File: config.mk
export PLATFORM = sky130hd
export DESIGN_NAME = seg_scan_driver_flat
export DESIGN_NICKNAME = d
export VERILOG_FILES = /design/src/rtl/seg_scan_driver_if.sv /design/src/rtl/seg_scan_driver.sv /design/src/flat_wrapper.sv
export SDC_FILE = /design/constraint.sdc
export NUM_CORES = 1
export LEC_CHECK = 0
export ABC_AREA = 1
export BUFFER_PORTS_ARGS = -buffer_cell sky130_fd_sc_hd__clkbuf_2
export CORE_ASPECT_RATIO = 0.7
export CORE_MARGIN = 4
export CORE_UTILIZATION = 53
export DETAILED_ROUTE_END_ITERATION = 8
export PLACE_DENSITY = 0.75
export SETUP_SLACK_MARGIN = 0.15
export SYNTH_ARGS = -nofsm -noshare
export SYNTH_HDL_FRONTEND = slang
export SYNTH_SLANG_ARGS = --single-unit
File: constraint.sdc
create_clock -name clk_100M -period 1.71 [get_ports clk_100M]
set_input_delay 0.342 -clock clk_100M [delete_from_list [all_inputs] [get_ports clk_100M]]
set_output_delay 0.342 -clock clk_100M [all_outputs]
set_load 0.01 [all_outputs]
File: src/rtl/seg_scan_driver_if.sv
// Load handshake between the value producers and the seven-segment scan driver.
interface seg_scan_driver_if;
  logic        load;
  logic [15:0] digit_in;
  logic [3:0]  dp_in;
  logic        load_ack;

  modport master (
    output load,
    output digit_in,
    output dp_in,
    input  load_ack
  );

  modport slave (
    input  load,
    input  digit_in,
    input  dp_in,
    output load_ack
  );
endinterface

File: src/rtl/seg_scan_driver.sv
// Four-digit multiplexed seven-segment driver with frame-boundary commit of new
// values, per-slot anode dead time and optional leading-zero blanking.
module seg_scan_driver #(
  parameter int unsigned CLK_HZ     = 100_000_000,
  parameter int unsigned REFRESH_HZ = 1000,
  parameter int unsigned DEAD_CYC   = 2
) (
  input  logic              clk_100M,
  input  logic              reset_n,
  seg_scan_driver_if.slave  host,
  input  logic              blank_lz,
  output logic [3:0]        an,
  output logic [6:0]        seg,
  output logic              dp
);

  localparam int unsigned DIV = CLK_HZ / REFRESH_HZ;
  localparam int unsigned CW  = (DIV > 1) ? $clog2(DIV) : 1;

  logic [CW-1:0] div_cnt;
  logic [1:0]    idx;
  logic [15:0]   pend_d;
  logic [3:0]    pend_dp;
  logic          pend_v;
  logic [15:0]   shad_d;
  logic [3:0]    shad_dp;
  logic          commit_q;

  logic          tick;
  logic          dead;
  logic [3:0]    nib;
  logic [3:0]    lz;
  logic [3:0]    an_nxt;
  logic [6:0]    seg_nxt;

  function automatic logic [6:0] hex_to_seg(input logic [3:0] v);
    logic [6:0] s;
    case (v)
      4'h0: s = 7'b1000000;
      4'h1: s = 7'b1111001;
      4'h2: s = 7'b0100100;
      4'h3: s = 7'b0110000;
      4'h4: s = 7'b0011001;
      4'h5: s = 7'b0010010;
      4'h6: s = 7'b0000010;
      4'h7: s = 7'b1111000;
      4'h8: s = 7'b0000000;
      4'h9: s = 7'b0010000;
      4'hA: s = 7'b0001000;
      4'hB: s = 7'b0000011;
      4'hC: s = 7'b1000110;
      4'hD: s = 7'b0100001;
      4'hE: s = 7'b0000110;
      default: s = 7'b0001110;
    endcase
    return s;
  endfunction

  assign tick = (div_cnt == CW'(DIV - 1));
  assign dead = (div_cnt < CW'(DEAD_CYC));

  // lz[k]: nibbles 3..k of the shadow are all zero; digit 0 is never blanked
  always_comb begin
    lz    = '0;
    lz[3] = (shad_d[15:12] == 4'h0);
    lz[2] = lz[3] && (shad_d[11:8] == 4'h0);
    lz[1] = lz[2] && (shad_d[7:4] == 4'h0);
    lz[0] = 1'b0;
  end

  always_comb begin
    nib     = shad_d[{idx, 2'b00} +: 4];
    an_nxt  = dead ? 4'b1111 : ~(4'b0001 << idx);
    seg_nxt = (blank_lz && lz[idx]) ? 7'h7F : hex_to_seg(nib);
  end

  always_ff @(posedge clk_100M or negedge reset_n) begin
    if (!reset_n) begin
      div_cnt       <= '0;
      idx           <= '0;
      pend_d        <= '0;
      pend_dp       <= '0;
      pend_v        <= 1'b0;
      shad_d        <= '0;
      shad_dp       <= '0;
      commit_q      <= 1'b0;
      an            <= '1;
      seg           <= '1;
      dp            <= 1'b1;
      host.load_ack <= 1'b0;
    end else begin
      commit_q <= 1'b0;
      if (tick) begin
        div_cnt <= '0;
        idx     <= idx + 2'd1;
        if (idx == 2'd3 && pend_v) begin
          shad_d   <= pend_d;
          shad_dp  <= pend_dp;
          pend_v   <= 1'b0;
          commit_q <= 1'b1;
        end
      end else begin
        div_cnt <= div_cnt + 1'b1;
      end

      // A load coincident with the commit lands after it: the commit took the
      // old pending data, and this later assignment keeps pend_v set.
      if (host.load) begin
        pend_d  <= host.digit_in;
        pend_dp <= host.dp_in;
        pend_v  <= 1'b1;
      end

      // Outputs follow the state one cycle later; the ack is delayed to match so
      // it coincides with slot 0 dead time drawn from the new shadow.
      an            <= an_nxt;
      seg           <= seg_nxt;
      dp            <= ~shad_dp[idx];
      host.load_ack <= commit_q;
    end
  end

endmodule
File: src/flat_wrapper.sv
// flat-port wrapper written by rule: the top's interface ports become plain ports
module seg_scan_driver_flat 
#(
  parameter int unsigned CLK_HZ     = 100_000_000,
  parameter int unsigned REFRESH_HZ = 1000,
  parameter int unsigned DEAD_CYC   = 2
)
  (clk_100M, reset_n, blank_lz, an, seg, dp, host_load, host_digit_in, host_dp_in, host_load_ack);
  seg_scan_driver_if host_i ();
  input  logic clk_100M;
  input  logic reset_n;
  input  logic blank_lz;
  output logic [3:0] an;
  output logic [6:0] seg;
  output logic dp;
  input wire logic [$bits(host_i.load)-1:0] host_load;
  input wire logic [$bits(host_i.digit_in)-1:0] host_digit_in;
  input wire logic [$bits(host_i.dp_in)-1:0] host_dp_in;
  output wire logic [$bits(host_i.load_ack)-1:0] host_load_ack;
  assign host_i.load = host_load;
  assign host_i.digit_in = host_digit_in;
  assign host_i.dp_in = host_dp_in;
  assign host_load_ack = host_i.load_ack;
  seg_scan_driver #(.CLK_HZ(CLK_HZ), .REFRESH_HZ(REFRESH_HZ), .DEAD_CYC(DEAD_CYC)) u_core (.clk_100M(clk_100M), .reset_n(reset_n), .host(host_i), .blank_lz(blank_lz), .an(an), .seg(seg), .dp(dp));
endmodule
==> results.json, run 1 <==
{
  "status": "finished, final reports clean",
  "wl_mm": 8.12,
  "rsz0062_at_grt": "yes",
  "vias": 3193,
  "antenna_cells": 0,
  "syn_area_per_cell_um2": 8.00,
  "min_path_type": "in2reg",
  "coreArea_um2": 6850,
  "tns_ps": 0,
  "area_growth_pct": 18.6,
  "place_ws_ps": 35.4,
  "drv_slew": 0,
  "end_kind": "flop",
  "initial_core_util_pct": 55.3,
  "gp_congestion": 0.903,
  "antenna_left": 0,
  "placed_cell_area_um2": 4080,
  "dieArea_um2": 8580,
  "finalNonFillerCells": 626,
  "cap_violations": 0,
  "clk_pin_slew_ps": 80,
  "seq_area_frac_synth_pct": 49.3,
  "fin_area_um2": 4490,
  "startpoint_type": "flop",
  "port_buffers": 36,
  "fin_ws_ps": 187,
  "drt_pass1_iterations": 5,
  "ioPinCount": 37,
  "required_ps": 1930,
  "die_h_um": 78.7,
  "clkSinkCount": 74,
  "p_leak_nw": 2.38,
  "dp.cells": 600,
  "cts.htree.levels": 3,
  "synth_area_um2": 3780,
  "vias_per_cell": 5.10,
  "grt_pass1_vias": 3041,
  "ir_drop_v": 0.000436,
  "die_w_um": 109,
  "rrSetupSlack_ps": 190,
  "drt_iter0_drc": 179,
  "fmax_mhz": 656,
  "fin_crit_sh_pct": 89.1,
  "drive_gt1_share_pct": 23.7,
  "cts_root_buf": "clkbuf_8",
  "yosys_warnings": 0,
  "drcViolationCount": 0,
  "finClkSkew_ps": 6.36,
  "fin_nets": 562,
  "cts_tree": "built",
  "worst_slew_pin_slew_ps": 339,
  "synthCells": 473,
  "grt_max_degree": 60,
  "worst-setup-path-type": "reg2reg",
  "insertion_delay_ps": 340,
  "period_needed_ps": 1520,
  "clockBufferDepth": 2,
  "powerDensity_nw_per_um2": 780,
  "antenna_found_initial": 0,
  "rows": 25,
  "cts_made_buffers": 9,
  "yosysUniqueCellTypes": 30,
  "critical_path.max_fanout": 7,
  "crit_arrival_ps": 1740,
  "ys_seq_elements": 74,
  "grt_pass1_wl_mm": 13.7,
  "hold_viol_final": 0,
  "maxSlewHeadroom_pct": 77.2,
  "syn_nets": 508,
  "setup_viol": 0,
  "grt.total_usage_pct": 20.0,
  "grt_overflow_total": 0,
  "wl_per_cell_um": 13.0,
  "dp_hpwl_mm": 5.50
}
==> flip-flops by register name, indices dropped and copies added, names as in the netlist <==
signal and flops:
u_core.idx 2, u_core.pend_v 1, u_core.shad_dp 4, u_core.commit_q 1
u_core.seg 7, u_core.shad_d 16, u_core.host.load_ack 1, u_core.an 4
u_core.pend_d 16, u_core.div_cnt 17, u_core.pend_dp 4, u_core.dp 1
==> power breakdown <==
group / leakage [nW] / internal [mW] / total (mW) / switching, mW
combinational: 1.33 / 0.0488 / 0.127 / 0.0779
sequential: 0.932 / 1.79 / 1.82 / 0.0236
clock: 0.116 / 0.909 / 1.56 / 0.651
==> per-layer routing <==
| metal | wire length, µm | global-route usage (%) | share of wire (%) | vias to the layer above |
|---|---|---|---|---|
| met1 | 3950 | 29.4 | 49 | 1476 |
| li1 | - | - | - | 1604 |
| met4 | 40 | 5.17 | 0.49 | 0 |
| met5 | 0 | 0 | 0 | - |
| met2 | 3640 | 29.8 | 45 | 105 |
| met3 | 491 | 4.55 | 6.0 | 8 |
==> through the flow <==
step	power, mW	util (%)	hold slack [ps]
global route	3.64	65.5	187
global placement	1.97	59.5	171
detailed placement	1.98	59.5	172
floorplan	1.89	-	46.4
CTS	3.54	63.3	183
finish	3.50	65.5	196
==> cell families after synthesis <==
| logic type | Yosys count | synth area share, % |
|---|---|---|
| buffers and inverters | 54 | 7.04 |
| XOR/XNOR | 8 | 1.85 |
| AO/OA/AOI/OAI | 6 | 0.926 |
| adder cells (fa/ha/maj) | 11 | 3.64 |
| flip-flops | 74 | 49.3 |
| AND/OR/NAND/NOR | 320 | 37.2 |
==> synth_stat cells, drive strengths merged <==
| master | n | area, µm² |
|---|---|---|
| a21oi | 2 | 10.0 |
| a32o | 1 | 10.0 |
| buf | 9 | 90.1 |
| clkbuf | 6 | 30.0 |
| dfrtp | 62 | 1550 |
| dfstp | 12 | 315 |
| ha | 11 | 138 |
| inv | 39 | 146 |
| nand2 | 200 | 758 |
| nand3 | 40 | 223 |
| nand3b | 1 | 7.51 |
| nand4 | 24 | 156 |
| nor2 | 47 | 218 |
| nor3 | 7 | 40.0 |
| o21ai | 3 | 15.0 |
| or2 | 1 | 6.26 |
| xnor2 | 1 | 8.76 |
| xor2 | 7 | 61.3 |
==> layout make-up <==
class,instances,area [µm²]
fill,573,2360
sequential,74,1870
multi-input combinational,346,1740
timing repair buffer,57,374
clock buffer,11,151
inverter,39,149
tap,94,118
clock inverter,5,85.1
==> critical path, cell delays in order (launching register included) <==
cell	delay (ps)
dfrtp_1	380
ha_2	200
nand2_2	100
nor2_8	180
buf_4	140
nand3_2	200
xor2_1	210
==> layout by cell type (no fill, tap or decap), types with 6 or more instances in the layout <==
cell      Yosys  final
nand2_1     197    196
dfrtp_1      62     60
nor2_1       42     40
clkbuf_2      0     36
nand3_1      37     31
inv_1        34     29
nand4_1      23     23
buf_4         3     15
dfstp_2      12     12
clkbuf_8      0     11
inv_2         5      9
nand3_2       2      8
xor2_1        7      7
ha_1         11      6
==> what timing repair did <==
action | in CTS | in global routing
hold buffers | 1 | 0
setup endpoints to repair | 27 | 32
cloned | 0 | 1
buffers inserted | 0 | 8
pin swaps | 0 | 5
gates resized for setup | 7 | 22
hold endpoints to repair | 2 | 0
==> final timing paths <==
| kind | endpoint | cells past startpoint | start |
|---|---|---|---|
| hold / removal | u_core.pend_d[14] | 3 | host_digit_in[14] |
| setup reg to reg | u_core.idx[0] | 6 | u_core.div_cnt[0] |
| setup / recovery | u_core.idx[0] | 6 | u_core.div_cnt[0] |
| hold reg to reg | u_core.host.load_ack | 0 | u_core.commit_q |
| max in group asynchronous | u_core.dp | 3 | reset_n |
| min in group asynchronous | u_core.div_cnt[8] | 2 | reset_n |
(Power assumes the default switching activity.)
==> run 2: changes to the inputs <==
--- a/config.mk
+++ b/config.mk
@@ -7,9 +7,11 @@
 export LEC_CHECK = 0
 export ABC_AREA = 1
 export BUFFER_PORTS_ARGS = -buffer_cell sky130_fd_sc_hd__clkbuf_2
+export CELL_PAD_IN_SITES_DETAIL_PLACEMENT = 1
+export CELL_PAD_IN_SITES_GLOBAL_PLACEMENT = 2
 export CORE_ASPECT_RATIO = 0.7
-export CORE_MARGIN = 4
-export CORE_UTILIZATION = 53
+export CORE_MARGIN = 1
+export CORE_UTILIZATION = 32
 export DETAILED_ROUTE_END_ITERATION = 8
 export PLACE_DENSITY = 0.75
 export SETUP_SLACK_MARGIN = 0.15
==> run 2 against run 1 <==
Core utilization down 22 points. Routed wire length grew 28%. Clock skew is 3.4 ps higher. Worst hold slack improved by 0.76 ps. Clock power increased by 24%. Worst setup slack got worse by 43 ps. Critical path depth grew 3. Power up 11%. Fmax fell by 2.8%. Critical path type unchanged. Largest cell class unchanged. Highest routed layer unchanged.
==> results.json, run 2 (synthesized netlist as in run 1, its figures left out) <==
{
  "antenna_left": 0,
  "maxSlewHeadroom_pct": 77.7,
  "ioPinCount": 37,
  "grt_pass1_wl_mm": 17.1,
  "pwr-share-clk_pct": 49.9,
  "ff_latch_area_um2": 1870,
  "dieArea_um2": 12300,
  "reg_top3": "u_core.div_cnt x17, u_core.pend_d x16, u_core.shad_d x16",
  "drcViolationCount": 0,
  "switching_power_uw": 880,
  "dp_hpwl_mm": 7.24,
  "fmax_mhz": 638,
  "grt_use_met2_pct": 28.3,
  "vias_per_cell": 4.65,
  "final.fill_count": 1354,
  "setup_viol": 0,
  "initial_core_util_pct": 33.6,
  "top_usage_layer": "met2",
  "powerDensity_nw_per_um2": 788,
  "finClkSkew_ps": 9.76,
  "startpoint_type": "flop",
  "area_growth_pct": 30.6,
  "total_power_mw": 3.90,
  "grt_overflow_total": 0,
  "antenna_cells": 0,
  "rsz0062_at_grt": "yes",
  "coreArea_um2": 11300,
  "grt.total_usage_pct": 18.1,
  "fin_nets": 579,
  "drt_pass1_iterations": 4,
  "p_leak_nw": 2.57,
  "clockBufferDepth": 2,
  "die_w_um": 132,
  "combPwrFrac_pct": 3.4,
  "swShare_pct": 22.6,
  "critical_path.max_fanout": 5,
  "end_kind": "flop",
  "rows": 32,
  "hold_viol_final": 0,
  "required_ps": 1940,
  "period_needed_ps": 1570,
  "cts_tree": "built",
  "clkSinkCount": 74,
  "seq_power_share_pct": 46.7,
  "multi_input_area_um2": 1840,
  "cts_root_buf": "clkbuf_16",
  "largest_reg_flops": 17,
  "cts.htree.levels": 3,
  "final_common_cell": "nand2_1",
  "worst-setup-path-type": "reg2reg",
  "fin_crit_sh_pct": 91.6,
  "cts_made_buffers": 9,
  "use_met3_pct": 4.12,
  "clk_pin_slew_ps": 60,
  "wl_per_cell_um": 14.8,
  "tns_ps": 0,
  "status": "finished, final reports clean",
  "rrSetupSlack_ps": 140,
  "grt_max_degree": 38,
  "top_register": "u_core.div_cnt",
  "vias": 3261,
  "drv_slew": 0,
  "die_h_um": 93.0,
  "wl_mm": 10.4,
  "port_buffers": 36,
  "antenna_found_initial": 0,
  "internal_power_mw": 3.02,
  "gp_congestion": 0.816,
  "cap_violations": 0,
  "ir_drop_v": 0.000537,
  "use_met1_pct": 24.7,
  "grt_pass1_vias": 3374,
  "worst_slew_pin_slew_ps": 332,
  "drt_iter0_drc": 171,
  "insertion_delay_ps": 340,
  "drive_gt1_share_pct": 30.1,
  "crit_arrival_ps": 1790,
  "final_cell_mix": "nand2_1, dfrtp_1, nor2_1",
  "min_path_type": "in2reg"
}
==> run 2: cell types whose count changed in the layout (fill, tap and decap cells not counted), sizes merged <==
cell    previous run  this run
bufinv             2         1
inv               40        39
buf               20        37
nand2            201       200
clkinv             1         4
==> run 2: critical path, stage by stage, from the launching register on <==
cell and delay (ps):
dfrtp_1 370, ha_2 220, nand2_4 90, inv_4 90
nand2_4 50, nor2_4 100, nand4_4 200, clkbuf_16 230
nand2_2 50, nand2_1 50
==> run 2: final timing paths <==
path,start,to,cells past startpoint
setup / recovery,u_core.div_cnt[0],u_core.shad_d[10],9
hold / removal,host_dp_in[2],u_core.pend_dp[2],3
setup reg to reg,u_core.div_cnt[0],u_core.shad_d[10],9
hold reg to reg,u_core.commit_q,u_core.host.load_ack,0
max in group asynchronous,reset_n,u_core.dp,3
min in group asynchronous,reset_n,u_core.pend_d[4],2
==> run 2: per-stage QoR <==
step / utilization [%] / std cells / setup WS (ps) / instance area, µm² / hold WS, ps
floorplan: - / 473 / 185 / 3780 / 46.4
global placement: 37.3 / 664 / 129 / 4190 / 255
detailed placement: 37.3 / 664 / 4.16 / 4190 / 254
CTS: 40.5 / 687 / 115 / 4560 / 190
global route: 43.9 / 702 / 61.8 / 4940 / 197
finish: 43.9 / 702 / 143 / 4940 / 196
==> run 2: power groups by stage <==
stage | Clock [mW] | Sequential (mW) | Combinational, mW
6_report | 1.94 | 1.82 | 0.131
5_1_grt | 2.06 | 1.82 | 0.159
4_1_cts | 1.99 | 1.82 | 0.138
3_5_place_dp | 0 | 1.85 | 0.136
3_3_place_gp | 0 | 1.85 | 0.132
2_1_floorplan | 0 | 1.84 | 0.0490
==> run 2: per-layer routing <==
metal / vias up / share of wire [%]
li1: 1634 / -
met1: 1579 / 52
met2: 39 / 44
met3: 9 / 2.7
met4: 0 / 1.3
met5: - / 0
==> run 2: timing repair <==
action                                 in CTS  in global routing
buffers inserted                            6                 12
endpoints found under the hold margin      19                  0
cloned                                      0                  3
pin swaps                                   3                 11
setup endpoints to repair                  27                 38
hold buffers                                1                  0
resized for setup                           5                 66
==> run 2: area by class of cell <==
cell class                      instances  share of cell area [%]
Clock buffer                           10                    4.84
Clock inverter                          6                    1.32
Inverter                               39                    3.16
Multi-Input combinational cell        345                    37.3
Sequential cell                        74                    37.9
Tap cell                              153                    3.87
Timing Repair Buffer                   75                    11.6
